[src/rtl/bitslam_pkg.sv]
// Shared constants for the bitslam noise mixer: register map, bus field slices, LFSR seed.
package bitslam_pkg;

  localparam logic [2:0] REG_DIV  = 3'd0;
  localparam logic [2:0] REG_TAPS = 3'd1;
  localparam logic [2:0] REG_VOL  = 3'd2;
  localparam logic [2:0] REG_MODE = 3'd3;

  localparam int VOICE_MSB = 5;
  localparam int VOICE_LSB = 3;
  localparam int REG_MSB   = 2;
  localparam int REG_LSB   = 0;

  localparam int LFSR_RESET = 1;

endpackage

[src/rtl/bitslam_voice.sv]
// One bitslam voice: config registers, clock divider and LFSR (square mode with BITSLAM_SQUARE_MODE_EN).
module bitslam_voice
  import bitslam_pkg::*;
#(
  parameter int LFSR_WIDTH = 8,
  parameter int DIV_WIDTH  = 6,
  parameter int VOL_WIDTH  = 3
) (
  input  logic                 clk,
  input  logic                 rst,
  input  logic                 wr_en,
  input  logic [2:0]           wr_reg,
  input  logic [5:0]           wr_data,
  output logic                 lfsr_bit,
  output logic [VOL_WIDTH-1:0] volume
);

  logic [DIV_WIDTH-1:0]  div_max;
  logic [DIV_WIDTH-1:0]  div_cnt;
  logic [5:0]            tap_mask;
  logic [LFSR_WIDTH-1:0] lfsr;
  logic [LFSR_WIDTH-1:0] lfsr_noise;
  logic [LFSR_WIDTH-1:0] lfsr_next;
  logic                  tick;
  logic                  fb;

  // >= rather than == so lowering div_max below div_cnt ticks at once instead of wrapping
  assign tick = (div_cnt >= div_max);

  always_comb begin
    fb = 1'b0;
    for (int i = 0; i < 6; i++) begin
      fb = fb ^ (tap_mask[i] & lfsr[LFSR_WIDTH-6+i]);
    end
  end

  assign lfsr_noise = (lfsr == '0) ? LFSR_WIDTH'(LFSR_RESET)
                                   : {lfsr[LFSR_WIDTH-2:0], fb};

`ifdef BITSLAM_SQUARE_MODE_EN
  logic mode;

  always_comb begin
    lfsr_next = lfsr_noise;
    if (mode) begin
      lfsr_next = {lfsr[LFSR_WIDTH-1:1], ~lfsr[0]};
    end
  end

  always_ff @(posedge clk) begin
    if (rst) begin
      mode <= 1'b0;
    end else if (wr_en && (wr_reg == REG_MODE)) begin
      mode <= wr_data[0];
    end
  end
`else
  assign lfsr_next = lfsr_noise;
`endif

  // Tick and register write may coincide; the tick path sees the old register values
  always_ff @(posedge clk) begin
    if (rst) begin
      div_max  <= '0;
      div_cnt  <= '0;
      tap_mask <= '0;
      volume   <= '0;
      lfsr     <= LFSR_WIDTH'(LFSR_RESET);
    end else begin
      if (tick) begin
        div_cnt <= '0;
        lfsr    <= lfsr_next;
      end else begin
        div_cnt <= div_cnt + DIV_WIDTH'(1);
      end
      if (wr_en) begin
        case (wr_reg)
          REG_DIV:  div_max  <= wr_data[DIV_WIDTH-1:0];
          REG_TAPS: tap_mask <= wr_data;
          REG_VOL:  volume   <= wr_data[VOL_WIDTH-1:0];
          default:  ;
        endcase
      end
    end
  end

  assign lfsr_bit = lfsr[0];

endmodule

[src/rtl/bitslam_mixer.sv]
// Multi-voice LFSR noise mixer: address latch, per-voice write decode, registered sum of voices.
// Optional square-wave voice mode is compiled in with BITSLAM_SQUARE_MODE_EN.
module bitslam_mixer
  import bitslam_pkg::*;
#(
  parameter int NUM_VOICES = 2,
  parameter int LFSR_WIDTH = 8,
  parameter int DIV_WIDTH  = 6,
  parameter int VOL_WIDTH  = 3,
  parameter int OUT_WIDTH  = VOL_WIDTH + $clog2(NUM_VOICES + 1)
) (
  input  logic                  clk,
  input  logic                  rst,
  input  logic                  addr_data_sel,
  input  logic [5:0]            addr_data,
  output logic [OUT_WIDTH-1:0]  audio_out,
  output logic [NUM_VOICES-1:0] voice_bits
);

  logic [5:0]           addr;
  logic [VOL_WIDTH-1:0] vol_v [NUM_VOICES];
  logic [OUT_WIDTH-1:0] mix_p0;

  always_ff @(posedge clk) begin
    if (rst) begin
      addr <= '0;
    end else if (!addr_data_sel) begin
      addr <= addr_data;
    end
  end

  // Voice indices at or above NUM_VOICES match no instance, so those writes vanish
  for (genvar i = 0; i < NUM_VOICES; i++) begin : g_voice
    logic wr_en;

    assign wr_en = addr_data_sel && (addr[VOICE_MSB:VOICE_LSB] == 3'(i));

    bitslam_voice #(
      .LFSR_WIDTH (LFSR_WIDTH),
      .DIV_WIDTH  (DIV_WIDTH),
      .VOL_WIDTH  (VOL_WIDTH)
    ) u_voice (
      .clk      (clk),
      .rst      (rst),
      .wr_en    (wr_en),
      .wr_reg   (addr[REG_MSB:REG_LSB]),
      .wr_data  (addr_data),
      .lfsr_bit (voice_bits[i]),
      .volume   (vol_v[i])
    );
  end

  always_comb begin
    mix_p0 = '0;
    for (int i = 0; i < NUM_VOICES; i++) begin
      if (voice_bits[i]) begin
        mix_p0 = mix_p0 + OUT_WIDTH'(vol_v[i]);
      end
    end
  end

  // Stage p0 -> output: one-cycle registered mix
  always_ff @(posedge clk) begin
    if (rst) begin
      audio_out <= '0;
    end else begin
      audio_out <= mix_p0;
    end
  end

endmodule

[config.mk]
export PLATFORM = sky130hd
export DESIGN_NAME = bitslam_mixer
export DESIGN_NICKNAME = d
export VERILOG_FILES = /design/src/rtl/bitslam_pkg.sv /design/src/rtl/bitslam_voice.sv /design/src/rtl/bitslam_mixer.sv
export SDC_FILE = /design/constraint.sdc
export NUM_CORES = 1
export LEC_CHECK = 0
export CAP_MARGIN = 20
export CORE_ASPECT_RATIO = 1.2
export CORE_UTILIZATION = 64
export DETAILED_ROUTE_END_ITERATION = 6
export GPL_TIMING_DRIVEN = 0
export PLACE_DENSITY = 0.81
export RECOVER_POWER = 100
export SLEW_MARGIN = 20
export SYNTH_ARGS = -nofsm -noshare
export SYNTH_HDL_FRONTEND = slang
export SYNTH_HIERARCHICAL = 1
export SYNTH_SLANG_ARGS = --single-unit
[constraint.sdc]
create_clock -name clk -period 5.68 [get_ports clk]
set_input_delay 1.42 -clock clk [delete_from_list [all_inputs] [get_ports clk]]
set_output_delay 1.42 -clock clk [all_outputs]
set_load 0.05 [all_outputs]
==> qor.csv <==
metric,value,unit
Net Sw Frac,26.4,%
Routed WL per cell,13.9,um
DRC,0,
CTS Hold Bufs,0,
min Tclk post-route,3220,ps
first-pass GRT wire length,9510,um
Crit Path Max Fanout,11,
R2R cell count,5,
hold crit path type,reg -> reg,
Via density,5.43,
DP HPWL,4040,um
initial cell density of the core,67.0,%
clock tree buffer depth,2,
clock slew at reported path FFs,60,ps
Lkg Pwr,1.38,nW
critical path arrival,1800,ps
Setup Total Neg Slack,0,ps
RSZ-0062 raised after global routing,false,
Logic pwr share,13.2,%
portion of netlist area occupied by mux cells,12.9,%
Slew Limit Headroom,63.4,%
Layout Utilization,74.6,%
hold path depth,1,
final hold violations,0,
CORE AREA,4630,um2
number of cells on the critical path,1,
synthesized area per cell,9.48,um2
Vias,2243,
crit path buf inv count,1,
Antenna Nets Post-Route,0,
r2r setup slk,3580,ps
IO Pins,16,
antenna violations before repair,0,
antenna cell count,0,
"Cell Chain, Critical Path",dlygate4sd3_1,
grt total ovfl,0,
vias in the first global route,2147,
# rows,27,
Worst-Margin Slew,541,ps
CTS Buf Count,9,
max incr delay on CP,930,ps
Post-synth ARST share,0,%
share of power burned in registers,52.3,%
DRT Pass-1 Iters,4,
commonest register cell after synthesis,dfxtp_1,
Synth Register Bits,68,
simple-gate share of the synthesized area,19.1,%
RD Place Congestion,0.765,
Cell Pwr Density,288,nW/um2
total wire length,5750,um
maxcap violations,0,
Final setup viols,0,
Final Cycle Share,56.6,%
critical path's slowest cell,dlygate4sd3_1,
register area share after synthesis,43.9,%
min-delay src,g_voice[0].u_voice/div_cnt[0],
Worst Skew,7.94,ps
layout cells sized above 1,6.76,%
Critical Path RT,4260,ps
Clock H-tree levels,3,
Gate Count Post-Synth,327,
largest net degree at the start of global routing,12,
Die Span Y,78.2,um
Final Max Slew Viols,0,
critical path class,reg -> out,
post-CTS setup buffers,0,
clock net sink count,68,
Nets,378,
"Clk Latency, worst-skew pair",340,ps
adder and majority cell fraction of the synthesized area,7.51,%
Syn. warnings,6,
Worst setup SP type,register,
CTS tree,done,
switching power total,262,uW
Worst Setup End Kind,primary output,
Fillers,366,
post-synthesis compound-gate area fraction,6.38,%
status,finished clean,
DRT iter0 DRCs,97,
largest family of logic cells by synthesized area,simple AND/OR/NAND/NOR gates,
Total Power,995,uW
Post-Synth XOR/XNOR Area,5.37,%
Layout area overhead,11.4,%
Max IR drop VDD,0.000215,V
synthesized net count,354,
Clk network pwr share,34.5,%
Hold Path End,g_voice[0].u_voice/div_cnt[0],
die footprint,5130,um2
reg2reg end,g_voice[0].u_voice/tap_mask[3],
# port buffers,13,
Clock Tree Root,clkbuf_8,
R2R Path Start,addr[5],
post-synth cell types,33,
chip width,65.5,um
Top delay family on crit path,buffers and inverters,
CTS resizes,0,
GRT Util Overall,25.1,%
Mapped Area,3100,um2
Pint,732,uW
fmax,0.311,GHz
Post-synth EDFFs,0,
==> state kept, by name (all words and copies together), names as in the netlist <==
| signal | flops |
|---|---|
| g_voice.u_voice/volume | 6 |
| g_voice.u_voice/tap_mask | 12 |
| g_voice.u_voice/div_max | 12 |
| g_voice.u_voice/lfsr | 16 |
| audio_out | 4 |
| g_voice.u_voice/div_cnt | 12 |
| addr | 6 |
==> layer usage <==
layer | track usage [%] | routed length [um] | up-vias
met1 | 27.9 | 2540 | 1062
met3 | 4.80 | 118 | 12
met2 | 43.8 | 2950 | 24
met5 | 0 | 0 | -
li1 | - | - | 1145
met4 | 14.1 | 149 | 0
==> per-stage QoR <==
stage	area, um2	setup WS, ps	std cells	hold WS [ps]
floorplan	3100	2910	327	450
global placement	3300	2680	398	467
detailed placement	3300	2590	398	479
CTS	3470	2500	413	489
global route	3450	2340	413	516
finish	3450	2460	413	484
==> Yosys cell counts (3+ instances only) <==
| master | n | area (um2) |
|---|---|---|
| clkbuf_1 | 6 | 22.5 |
| nor2_1 | 67 | 251 |
| nor4_1 | 4 | 25.0 |
| ha_1 | 17 | 213 |
| inv_1 | 15 | 56.3 |
| nor4bb_1 | 3 | 30.0 |
| nand3_1 | 6 | 30.0 |
| nor3_1 | 12 | 60.1 |
| mux2i_1 | 40 | 400 |
| a21oi_1 | 17 | 85.1 |
| xnor2_1 | 11 | 96.3 |
| and2_1 | 4 | 25.0 |
| nand2_1 | 16 | 60.1 |
| dfxtp_1 | 68 | 1360 |
| nand3b_1 | 3 | 22.5 |
| buf_2 | 4 | 20.0 |
| xor2_1 | 8 | 70.1 |
| buf_4 | 3 | 22.5 |
==> cell usage in the layout, fill, tap and decap left out, drive strengths merged, types with 8 or more instances in the layout <==
master   n
a21oi   17
clkbuf  25
dfxtp   68
ha      17
inv     15
mux2i   40
nand2   16
nor2    67
nor3    12
xnor2   11
xor2     8
==> how the worst max path moves through the flow <==
stage / from / endpoint
6_report: g_voice[1].u_voice/lfsr[0] / voice_bits[1]
5_1_grt: addr_data_sel / g_voice[0].u_voice/div_max[5]
4_1_cts: g_voice[1].u_voice/lfsr[0] / voice_bits[1]
3_5_place_dp: addr_data_sel / g_voice[1].u_voice/div_max[4]
3_3_place_gp: addr_data_sel / g_voice[1].u_voice/div_max[2]
2_1_floorplan: addr_data_sel / g_voice[1].u_voice/div_max[1]
==> power groups by stage <==
stage	Sequential, mW	Clock, mW	Combinational [mW]
finish	0.520	0.343	0.131
global route	0.523	0.369	0.142
CTS	0.521	0.348	0.135
detailed placement	0.531	0	0.134
global placement	0.530	0	0.131
floorplan	0.538	0	0.0868
==> cell type report <==
type	instances	area (um2)	share of cell area, %
plain buffers	15	75.1	2.17
well taps	58	72.6	2.10
flip-flops and latches	68	1360	39.4
multi-input cells	229	1590	46.0
repair buffers	13	130	3.77
clock inverters	2	10.0	0.290
clock buffers	13	159	4.60
inverters	15	56.3	1.63
==> logic make-up after synthesis <==
kind of cell	after synthesis
mux	40
flops	68
compound gates	27
other cells	1
buf+inv	30
simple gates	124
xor+xnor	19
fa+ha+maj	18
Note: power is estimated with default switching activity, not from simulation.
